`src/rtl/regfile_wb_arbiter.sv`:
```
`default_nettype none
// ============================================================================
// Module   : regfile_wb_arbiter
// Purpose  : Shares the register file's single write port between NUM_REQ
//            writeback requesters using a round-robin arbiter with a
//            valid/ready handshake. The winning request is written through
//            a one-cycle registered output stage. A per-register pending-write
//            scoreboard tracks reservations made at issue so that the issue
//            stage can query source registers for outstanding writes.
// Ports    : clk, rst_n             - clock, async active-low reset
//            req_valid/req_ready   - per-requester handshake (ready is comb.)
//            req_addr/req_data     - packed per-requester index and data
//            rf_reg_write/rf_write_register/rf_write_data
//                                  - registered register-file write port
//            rsv_valid/rsv_addr    - issue-stage destination reservation
//            rsv_stall             - reservation refused (count saturated)
//            chk_addr_1/2, chk_pending_1/2
//                                  - source-register hazard queries
//            sb_err                - sticky: commit to a register with no
//                                    pending write
// Revision : 1.0 - initial release
// ============================================================================
module regfile_wb_arbiter #(
  parameter int NUM_REQ = 2,
  parameter int DATA_W  = 64,
  parameter int ADDR_W  = 5
) (
  input  logic                        clk,
  input  logic                        rst_n,
  input  logic [NUM_REQ-1:0]          req_valid,
  output logic [NUM_REQ-1:0]          req_ready,
  input  logic [NUM_REQ*ADDR_W-1:0]   req_addr,
  input  logic [NUM_REQ*DATA_W-1:0]   req_data,
  output logic                        rf_reg_write,
  output logic [ADDR_W-1:0]           rf_write_register,
  output logic [DATA_W-1:0]           rf_write_data,
  input  logic                        rsv_valid,
  input  logic [ADDR_W-1:0]           rsv_addr,
  output logic                        rsv_stall,
  input  logic [ADDR_W-1:0]           chk_addr_1,
  input  logic [ADDR_W-1:0]           chk_addr_2,
  output logic                        chk_pending_1,
  output logic                        chk_pending_2,
  output logic                        sb_err
);

  localparam int NREG  = 1 << ADDR_W;
  localparam int PTR_W = (NUM_REQ > 2) ? 2 : 1;

  // --------------------------------------------------------------------------
  // Round-robin arbiter
  // --------------------------------------------------------------------------
  logic [PTR_W-1:0] ptr;
  logic [PTR_W-1:0] grant_idx;
  logic             grant_vld;
  logic [PTR_W:0]   cand;   // one extra bit so ptr+k cannot overflow

  always_comb begin
    req_ready = '0;
    grant_idx = ptr;
    grant_vld = 1'b0;
    cand      = '0;
    for (int k = 0; k < NUM_REQ; k++) begin
      cand = {1'b0, ptr} + (PTR_W+1)'(k);
      if (cand >= (PTR_W+1)'(NUM_REQ)) begin
        cand = cand - (PTR_W+1)'(NUM_REQ);
      end
      if (!grant_vld && req_valid[cand[PTR_W-1:0]]) begin
        grant_vld = 1'b1;
        grant_idx = cand[PTR_W-1:0];
      end
    end
    if (grant_vld) begin
      req_ready[grant_idx] = 1'b1;
    end
  end

  // Pointer moves past the winner only on an actual handshake; ready is only
  // raised for a valid requester, so grant_vld is the handshake.
  always_ff @(posedge clk or negedge rst_n) begin
    if (!rst_n) begin
      ptr <= '0;
    end else if (grant_vld) begin
      if (grant_idx == PTR_W'(NUM_REQ - 1)) begin
        ptr <= '0;
      end else begin
        ptr <= grant_idx + PTR_W'(1);
      end
    end
  end

  // --------------------------------------------------------------------------
  // Registered write stage: drains every cycle, address/data hold when idle
  // --------------------------------------------------------------------------
  always_ff @(posedge clk or negedge rst_n) begin
    if (!rst_n) begin
      rf_reg_write      <= 1'b0;
      rf_write_register <= '0;
      rf_write_data     <= '0;
    end else begin
      rf_reg_write <= grant_vld;
      if (grant_vld) begin
        rf_write_register <= req_addr[grant_idx*ADDR_W +: ADDR_W];
        rf_write_data     <= req_data[grant_idx*DATA_W +: DATA_W];
      end
    end
  end

  // --------------------------------------------------------------------------
  // Pending-write scoreboard (2-bit saturating count per register)
  // --------------------------------------------------------------------------
  logic [NREG-1:0][1:0] cnt;
  logic [NREG-1:0]      inc_vec;
  logic [NREG-1:0]      dec_vec;
  logic                 commit_err;

  assign rsv_stall     = rsv_valid && (cnt[rsv_addr] == 2'd3);
  assign chk_pending_1 = (cnt[chk_addr_1] != 2'd0);
  assign chk_pending_2 = (cnt[chk_addr_2] != 2'd0);
  // Commit is the edge where the register file captures the write, so the
  // count drops on the same edge that rf_reg_write is seen high.
  assign commit_err    = rf_reg_write && (cnt[rf_write_register] == 2'd0);

  always_comb begin
    inc_vec = '0;
    dec_vec = '0;
    if (rsv_valid && !rsv_stall) begin
      inc_vec[rsv_addr] = 1'b1;
    end
    if (rf_reg_write) begin
      dec_vec[rf_write_register] = 1'b1;
    end
  end

  always_ff @(posedge clk or negedge rst_n) begin
    if (!rst_n) begin
      cnt    <= '0;
      sb_err <= 1'b0;
    end else begin
      for (int r = 0; r < NREG; r++) begin
        // Reserve and commit together leave the count unchanged.
        case ({inc_vec[r], dec_vec[r]})
          2'b10:   cnt[r] <= cnt[r] + 2'd1;
          2'b01:   if (cnt[r] != 2'd0) cnt[r] <= cnt[r] - 2'd1;
          default: cnt[r] <= cnt[r];
        endcase
      end
      if (commit_err) begin
        sb_err <= 1'b1;
      end
    end
  end

endmodule
`default_nettype wire

```
`config.mk`:
```
export PLATFORM = sky130hd
export DESIGN_NAME = regfile_wb_arbiter
export DESIGN_NICKNAME = d
export VERILOG_FILES = /design/src/rtl/regfile_wb_arbiter.sv
export SDC_FILE = /design/constraint.sdc
export NUM_CORES = 1
export LEC_CHECK = 0
export ABC_AREA = 1
export CELL_PAD_IN_SITES_DETAIL_PLACEMENT = 1
export CELL_PAD_IN_SITES_GLOBAL_PLACEMENT = 2
export CORE_MARGIN = 2
export CORE_UTILIZATION = 28
export CTS_BUF_LIST = sky130_fd_sc_hd__clkbuf_16
export DETAILED_ROUTE_END_ITERATION = 10
export GPL_TIMING_DRIVEN = 0
export MAX_ROUTING_LAYER = met4
export PLACE_DENSITY_LB_ADDON = 0.1
export SYNTH_ARGS = -nofsm -noshare
export SYNTH_HDL_FRONTEND = slang
export SYNTH_SLANG_ARGS = --single-unit
```
`constraint.sdc`:
```
create_clock -name clk -period 4.98 [get_ports clk]
set_input_delay 1.494 -clock clk [delete_from_list [all_inputs] [get_ports clk]]
set_output_delay 1.494 -clock clk [all_outputs]
set_load 0.05 [all_outputs]
```
# After elaboration in Yosys (flattened, before gate mapping)
# Cells that the tools add are included.
[word_totals] reg_bits=136 latch_bits=0 mem_bits_rw=0 rom_bits=0 elab_cells=417 n_memories=0
[op_classes] addsub=68 multipliers=1 div_mod_pow=0 order_cmp=12 n_eq_ne=97 shifts=2 muxes=92 n_bitwise=0 reduce_logical=108
[op_table] op="$reduce_bool A2 Y1" n=66
[op_table] op="$pmux W2 S2" n=32
[op_table] op="$shiftx A128 B8 Y64" n=1
[op_table] op="$mux W2" n=37
[op_table] op="$eq A2 B2 Y1 const B" n=33
[op_table] op="$add A2 B1 Y2 const B" n=32
[op_table] op="$eq A2 B1 Y1 const B" n=32
[op_table] op="$mux W32" n=2
[op_table] op="$ne A2 B2 Y1 const B" n=32
[op_table] op="$reduce_and A2 Y1" n=32
[op_table] op="$sub A2 B1 Y2 const B" n=32
[op_table] op="$bmux W2 S5" n=4
[op_table] op="$lt A5 B6 Y1 const B" n=4
[op_table] op="$mux W1" n=14
[op_table] op="$demux W1 S5" n=2
[op_table] op="$ge A5 B1 Y1 const B" n=2
[op_table] op="$shiftx A10 B5 Y5" n=1
[op_table] op="$logic_and A1 B1 Y1" n=7
[op_table] op="$lt A1 B2 Y1 const B" n=3
[op_table] op="$mul A1 B3 Y4 const B" n=1
[op_table] op="$add A1 B1 Y2 const B" n=1
[op_table] op="$ge A1 B2 Y1 const B" n=1
[op_table] op="$ge A2 B2 Y1 const B" n=1
[op_table] op="$logic_not A1 Y1" n=2
[op_table] op="other kinds (5)" n=6

# Logic depth before layout (Yosys ltp)
[depth] word_depth=13 ltp_mapped=19 ltp_nobuf=15

# Worst setup path after synthesis
# Ideal clock, no wire load.
[synth_timing] kind="input port to output port" startpoint="input port chk_addr_1[1]" endpoint="output port chk_pending_1" t_arrival_ps=3394 slack_ps=92 stages=8 n_path_buf=1 cell_sequence="inv_1 -> clkbuf_1 -> o21ai_0 -> o21ai_0 -> inv_1 -> o211ai_1 -> nand2_1 -> o21ai_0"
[synth_via] elab_chain_cells=3
[synth_lines] element="from (decl)" line_no="40" source="input logic [ADDR_W-1:0] chk_addr_1,"
[synth_lines] element="$bmux W2 S5" line_no="118" source="assign chk_pending_1 = (cnt[chk_addr_1] != 2'd0);"
[synth_lines] element="$mux W2 (not written as such)" line_no="118"
[synth_lines] element="$reduce_bool A2 Y1" line_no="118"
[synth_lines] element="to (decl)" line_no="42" source="output logic chk_pending_1,"
# No other way between the ends. The select of a mux whose other input is x is not followed.

# Worst setup path in the final report
[layout_timing] startpoint="input port rsv_addr[0]" endpoint="output port rsv_stall"
[layout_via] elab_chain_cells=4
[layout_lines] element="from (decl)" line_no="38" source="input logic [ADDR_W-1:0] rsv_addr,"
[layout_lines] element="$bmux W2 S5" line_no="117" source="assign rsv_stall = rsv_valid && (cnt[rsv_addr] == 2'd3);"
[layout_lines] element="$mux W2 (not written as such)" line_no="117"
[layout_lines] element="$eq A2 B2 Y1" line_no="117"
[layout_lines] element="$logic_and A1 B1 Y1" line_no="117"
[layout_lines] element="to (decl)" line_no="39" source="output logic rsv_stall,"
# No other way between the ends. The select of a mux whose other input is x is not followed.

==> results.py <==
metrics = {
    "critical_path": {
        "timing.rr.end": "cnt[36]",
        "reg2reg_slack_ns": 2.59,
        "startpoint_type": "input port",
        "cp-startpoint": "rsv_addr[0]",
        "crit_chain": "buf_4 -> buf_4 -> nand2_1 -> o21ai_0 -> nand2_1 -> nand2_1 -> nand2_1 -> nand2_1 -> nor2_1 -> nand2_1 -> nand2_1 -> buf_6 -> buf_6 -> nor2_1 -> buf_4",
        "path_max_fanout": 10,
        "r2r_start": "rf_write_register[1]",
        "arrival_ns": 3.35,
        "cp-endpoint": "rsv_stall",
        "reg2reg_depth": 11,
        "end_kind": "output port",
        "crit_type": "in -> out",
        "path_common_cell": "nand2_1",
        "worst_path_max_delay_cell": "buf_4",
        "slowest_delay_ns": 0.27,
        "crit_required_ns": 3.49,
    },
    "clock_network": {
        "clk_latency_ns": 0.45,
        "cts_tree": "built",
        "cts.sinks": 136,
        "postCtsHoldBufs": 0,
        "clk_pin_slew_ns": 0.07,
        "cts_buffers": 17,
        "cts_max_level": 4,
        "cts_buffer_depth": 2,
        "root_buffer": "clkbuf_16",
    },
    "synthesis": {
        "ys_seq_elements": 136,
        "synth-seq-area-share_pct": 38.3,
        "syn_inst": 1399,
        "ys_warn_count": 0,
        "synth_top_flop_cell": "dfrtp_1",
        "synth_edf_count": 0,
        "synth.largest_area_cell": "dfrtp_1",
        "synth_area_sq_um": 8890,
        "synth.distinct_cells": 25,
        "yosysMostFrequentCell": "nand2_1",
        "syn_nets": 1557,
        "async_flop_share_pct": 100,
        "synthTopCellsByCount": "nand2_1 (347), nor2_1 (336), o21ai_0 (203), inv_1 (139), dfrtp_1 (136)",
        "synth.area.top_cells": "dfrtp_1 (38%), nand2_1 (15%), nor2_1 (14%)",
        "synthDominantCellAreaShare_pct": 38.3,
        "syn-mean-instance-area_sq_um": 6.35,
    },
    "final_layout": {
        "area_delta_synth_final_pct": 39.5,
        "fill_cells": 4028,
        "drive_gt1_share_pct": 5.06,
        "nets": 1807,
    },
    "placed_design": {
        "io_buffers": 230,
        "dpl_worst_slack_ns": -0.992,
        "gp_congestion": 0.908,
        "dp_hpwl_um": 31400,
    },
    "global_route": {
        "met3_usage_pct": 8.98,
        "grt_overflow_total": 0,
        "grt_pass1_wl_um": 62600,
        "use_met2_pct": 42.1,
        "grtUsageTotal_pct": 25.8,
        "grt_pass1_vias": 10500,
        "grt_max_degree": 76,
        "use_met1_pct": 30.0,
        "top_usage_layer": "met2",
        "grt_antenna_before_repair": 5,
    },
    "min_path": {
        "hold_class": "reg -> reg",
    },
    "route": {
        "wl_per_cell_um": 19.8,
        "ant_nets": 0,
        "num_vias": 10100,
        "drt-initial-drc-count": 518,
        "drcViolationCount": 0,
        "post_drt_via_cell_ratio": 4.90,
        "drt-pass1-iter-count": 5,
        "routed_wl_um": 41000,
    },
    "sta": {
        "fin_skew_ns": 0.0113,
        "finalCritPeriodShare_pct": 97.3,
        "max_freq_mhz": 206,
        "relSlewSlack_pct": 48.0,
        "finalMaxSlewViolations": 0,
        "fin_crit_ns": 4.85,
        "worst_slack_ns": 0.134,
        "setup-violations-final": 0,
        "worst_pin_slew_ns": 0.781,
        "rsz0062_at_grt": "true",
        "tns_ns": 0,
        "final-hold-violation-count": 0,
    },
    "outcome": {
        "status": "finished, final reports clean",
    },
    "power_and_ir_drop": {
        "power.density_nw_per_um2": 444,
        "irDropWorstVdd_uv": 299,
        "p_leak_nw": 5.45,
    },
    "floorplan": {
        "dieWidth_um": 182,
        "initial_utilization_pct": 28.3,
        "fp.coreArea_sq_um": 31400,
        "design.die.area_sq_um": 33200,
        "die_h_um": 182,
        "row_count": 65,
        "io_pins": 234,
    },
    "flow_run": {
        "maxCapViolations": 0,
    },
}
==> worst min-delay path by stage <==
stage | cells past startpoint | endpoint | slack, ns | from
after floorplan | 2 | cnt[45] | 0.47 | cnt[45]
after global placement | 2 | sb_err | 0.46 | sb_err
after detailed placement | 2 | sb_err | 0.47 | sb_err
after CTS | 2 | sb_err | 0.49 | sb_err
after global routing | 2 | rf_write_data[48] | 0.51 | rf_write_data[48]
final | 2 | sb_err | 0.48 | sb_err
==> logic make-up after synthesis <==
family	Yosys count	share of synthesized area (%)
simple gates	769	34.8
compound gates	292	17.5
buf+inv	202	9.35
flops	136	38.3
==> where the power goes <==
part	internal [W]	switching, W	leakage (nW)
sequential	0.00146	0.000375	1.63
combinational	0.000750	0.00155	3.53
clock	0.000829	0.000544	0.285
total	0.00304	0.00247	5.45
==> metal layers <==
metal,share of wire (%),up-vias
met3,8.0,43
met1,43,4831
li1,-,5002
met2,47,266
met4,2.0,0
met5,0,-
==> flip-flops by register name, indices dropped and copies added, names as in the netlist <==
register           cells
rf_write_register      5
sb_err                 1
rf_write_data         64
rf_reg_write           1
ptr                    1
cnt                   64
==> cell type report <==
class / instances / area [sq um] / share of cell area [%]
multi-input combinational: 1061 / 4710 / 38.0
sequential: 136 / 3400 / 27.4
timing repair buffer: 231 / 2310 / 18.6
inverter: 141 / 529 / 4.27
tap: 402 / 503 / 4.06
clock buffer: 17 / 425 / 3.43
buffer: 61 / 328 / 2.64
clock inverter: 14 / 183 / 1.47
antenna: 5 / 12.5 / 0.101
==> through the flow <==
stage | hold WS [ns] | utilization [%] | area (sq um) | total power [W] | cells
2_1_floorplan | 0.466 | - | 8890 | 0.00316 | 1399
3_3_place_gp | 0.456 | 37.3 | 11700 | 0.00411 | 2031
3_5_place_dp | 0.469 | 37.3 | 11700 | 0.00415 | 2032
4_1_cts | 0.490 | 39.4 | 12400 | 0.00556 | 2063
5_1_grt | 0.513 | 39.5 | 12400 | 0.00588 | 2068
6_report | 0.480 | 39.5 | 12400 | 0.00551 | 2068
==> critical path: cells and delay by family <==
family / cells / cell delay [ns]
and+or+nand+nor: 9 / 0.65
buffers and inverters: 5 / 1.01
AOI/OAI and AO/OA: 1 / 0.19
==> what timing repair did <==
item	in CTS	in global routing
pin swaps	0	0
cloned	0	0
buffers inserted	0	0
setup endpoints to repair	4	4
resized for setup	38	27
==> layout by cell type, fill, tap and decap left out, drive strengths merged <==
cell / synthesis / final
a21oi: 31 / 31
diode: 0 / 5
dfrtp: 136 / 136
nand2: 347 / 347
clkinvlp: 0 / 4
o211ai: 14 / 14
or2: 3 / 3
inv: 141 / 143
clkbuf: 43 / 66
nor2: 336 / 336
a221oi: 1 / 1
a211oi: 4 / 4
nor3: 14 / 14
o221ai: 7 / 7
o22ai: 5 / 5
clkdlybuf4s50: 0 / 222
nand3b: 1 / 1
clkdlybuf4s15: 0 / 1
buf: 18 / 20
nand4: 33 / 33
clkinv: 0 / 4
o21ai: 224 / 224
a22oi: 6 / 6
nand3: 35 / 35
bufinv: 0 / 4
(Power assumes the default switching activity.)
==> edit: new RTL, same settings <==
Put one more register stage on the output `sb_err`, cleared by the reset. The value now appears one clock later. The other outputs are not delayed to match.
--- a/src/rtl/regfile_wb_arbiter.sv
+++ b/src/rtl/regfile_wb_arbiter.sv
@@ -47,4 +47,6 @@
   localparam int NREG  = 1 << ADDR_W;
   localparam int PTR_W = (NUM_REQ > 2) ? 2 : 1;
+
+  logic sb_err_s0;
 
   // --------------------------------------------------------------------------
@@ -136,5 +138,5 @@
     if (!rst_n) begin
       cnt    <= '0;
-      sb_err <= 1'b0;
+      sb_err_s0 <= 1'b0;
     end else begin
       for (int r = 0; r < NREG; r++) begin
@@ -147,6 +149,14 @@
       end
       if (commit_err) begin
-        sb_err <= 1'b1;
+        sb_err_s0 <= 1'b1;
       end
+    end
+  end
+
+  always_ff @(posedge clk or negedge rst_n) begin
+    if (!rst_n) begin
+      sb_err <= '0;
+    end else begin
+      sb_err <= sb_err_s0;
     end
   end
Check against the original RTL: not equivalent (a bounded check fails within 4 cycles, from zero or initial values and one cycle with rst_n low).
==> edit against the original RTL <==
  * Clock skew up 4.4 ps
  * Global-route usage about the same
  * Setup slack better by 3.5 ps
  * Sequential cell count up 1
  * Critical path depth down 3
  * Synthesized cell count up 3.2%
  * Via count up 3.4%
  * Final area up 2.1%
  * Register-to-register slack worse by 90 ps
  * Power up 0.91%
  * Synthesized area up 2.9%
  * Wire length up 1.2%
==> edit: results (changes against the original RTL) <==
[timing]
fin_skew_ps = 15.7  ; was 11.3 ps
max_slew_margin = 0.295  ; was 0.480
fin_worst_hold_slack_ps = 392  ; was 480 ps

[clock_tree]
root_buffer = clkbuf_16  ; unchanged
holdBufCountCts = 0  ; unchanged
h-tree-depth = 4  ; unchanged
clk_latency_ps = 460
numCtsBuffers = 17  ; unchanged
clockBufferDepth = 2  ; unchanged
clk_pin_slew_worst_paths_ps = 70  ; about the same

[synthesis]
synth_async_sr_flop_share = 1.00  ; unchanged
synthTopCellsByCount = nand2_1, nor2_1, inv_1  ; was nand2_1, nor2_1, o21ai_0
postSynthCellCount = 1444  ; was 1399
syn_nets = 1602  ; was 1557
yosys_warnings = 0  ; unchanged
synthDistinctLibCells = 27  ; was 25
ys_seq_area_frac = 0.375  ; was 0.383
synthTopCellsByArea = dfrtp_1, nand2_1, nor2_1  ; unchanged

[worst_setup_path]
r2r_cells = 8  ; was 11
rrSetupSlack_ps = 2500  ; was 2590 ps
worstPathMaxFanout = 10  ; unchanged
worstReg2RegStart = rf_write_register[1]$_DFFE_PN0N_  ; was rf_write_register[1]$_DFFE_PN0P_
worstPathArrival_ps = 3350  ; about the same
worstReg2RegEnd = cnt[32]$_DFFE_PN0P_  ; was cnt[36]$_DFFE_PN0P_
cp_slowest_cell = dlygate4sd2_1  ; was buf_4
cpPeakStageDelay_ps = 380  ; was 270 ps

[cells_and_area]
final_net_count = 1848  ; was 1807
fillers = 4176  ; was 4028
drive_gt1_frac = 0.0523  ; was 0.0506
largest_registers = cnt x64, rf_write_data x64, rf_write_register x5  ; unchanged

[route]
drtPass1Iterations = 5  ; unchanged
routed_wl_um = 41500  ; was 41000 um
vias = 10490  ; was 10142
routed_via_density = 4.89  ; was 4.90
drt_iter0_markers = 417  ; was 518

[global_route]
grt_use_total = 0.258  ; about the same
grt_max_degree = 87  ; was 76
antenna_found_initial = 2  ; was 5
grt_pass1_vias = 11260  ; was 10512
grt_pass1_wl_um = 64300  ; was 62600 um

[place]
placedCellCount = 2114  ; was 2032
hpwl_um = 31800  ; was 31400 um
place.port_buffers = 227  ; was 230
gp_congestion = 0.862  ; was 0.908

[hold_path]
hold_path_end = sb_err$_DFF_PN0_  ; was sb_err$_DFFE_PN0P_
holdCritPathClass = reg2reg  ; unchanged
hold_path_depth = 0  ; was 2
holdCritStartpoint = sb_err_s0$_DFFE_PN0P_  ; was sb_err$_DFFE_PN0P_

[power]
ir_drop_uv = 285  ; was 299 uV
leakagePower_uw = 0.00572  ; was 0.00545 uW

[status]
status = complete, no violations  ; unchanged

==> edit: cell count changes after synthesis, sizes merged, moves of 2 or more <==
| cell | change |
|---|---|
| o21ai | -127 |
| clkbuf | +8 |
| inv | +6 |
| a21oi | +5 |
| nand3 | +83 |
| nand2 | +21 |
| o2111ai | +2 |
| nor2 | -2 |
| a22oi | -2 |
| a31oi | +69 |
| a211oi | -4 |
| o221ai | -4 |
| o211ai | -11 |
==> edit: how the worst max path moves through the flow <==
stage | slack, ps | from | end
floorplan | 250 | chk_addr_2[1] | chk_pending_2
global placement | -3860 | rst_n | rf_write_data[7]$_DFFE_PN0N_
detailed placement | -990 | req_valid[1] | req_ready[1]
CTS | 6 | chk_addr_2[1] | chk_pending_2
global route | 20 | chk_addr_2[0] | chk_pending_2
finish | 140 | rsv_addr[3] | rsv_stall
==> edit: cells by family (layout without fill, tap and decap cells) <==
logic type             after synthesis  after routing  share of synthesized area
AND/OR/NAND/NOR                    869            869                      0.393
AO/OA/AOI/OAI                      221            221                      0.136
buffers and inverters              217            476                     0.0964
flip-flops                         137            137                      0.375
other                                0              2                          0
==> edit: what timing repair did <==
item                                   CTS  global route
resized for setup                       30            17
gates cloned                             0             0
setup endpoints to repair                4             4
buffers inserted                         0             0
endpoints found under the hold margin    0             0
==> edit: critical path: cells and delay by family <==
kind | cells | cell delay [ps]
buffers and inverters | 5 | 1080
and+or+nand+nor | 7 | 750
==> edit: cell type report <==
cell class	instances	area [um2]	area share
Buffer	69	332	0.0262
Inverter	147	552	0.0436
Clock inverter	15	178	0.0140
Multi-Input combinational cell	1090	4910	0.388
Antenna cell	2	5.00	0.000395
Tap cell	442	553	0.0437
Clock buffer	17	425	0.0336
Sequential cell	137	3430	0.271
Timing Repair Buffer	228	2280	0.180
==> edit: power breakdown <==
group / switching (uW) / internal, uW
combinational: 1570 / 768
sequential: 407 / 1460
clock: 594 / 756
total: 2570 / 2990
==> edit: metal layers <==
| metal | GRT usage | routed length, um | vias to the layer above |
|---|---|---|---|
| met1 | 0.298 | 17600 | 4979 |
| met2 | 0.420 | 19500 | 275 |
| li1 | - | - | 5159 |
| met3 | 0.0806 | 2950 | 77 |
| met5 | - | 0 | - |
| met4 | 0.0968 | 1480 | 0 |
==> edit: per-stage QoR <==
step	setup slack, ps	cell area (um2)	TNS (ps)	utilization
6_report	137	12700	0	0.391
5_1_grt	17.0	12700	0	0.391
4_1_cts	6.44	12700	0	0.391
3_5_place_dp	-988	12000	-3040	0.371
3_3_place_gp	-3860	12000	-528720	0.370
2_1_floorplan	254	9150	0	-
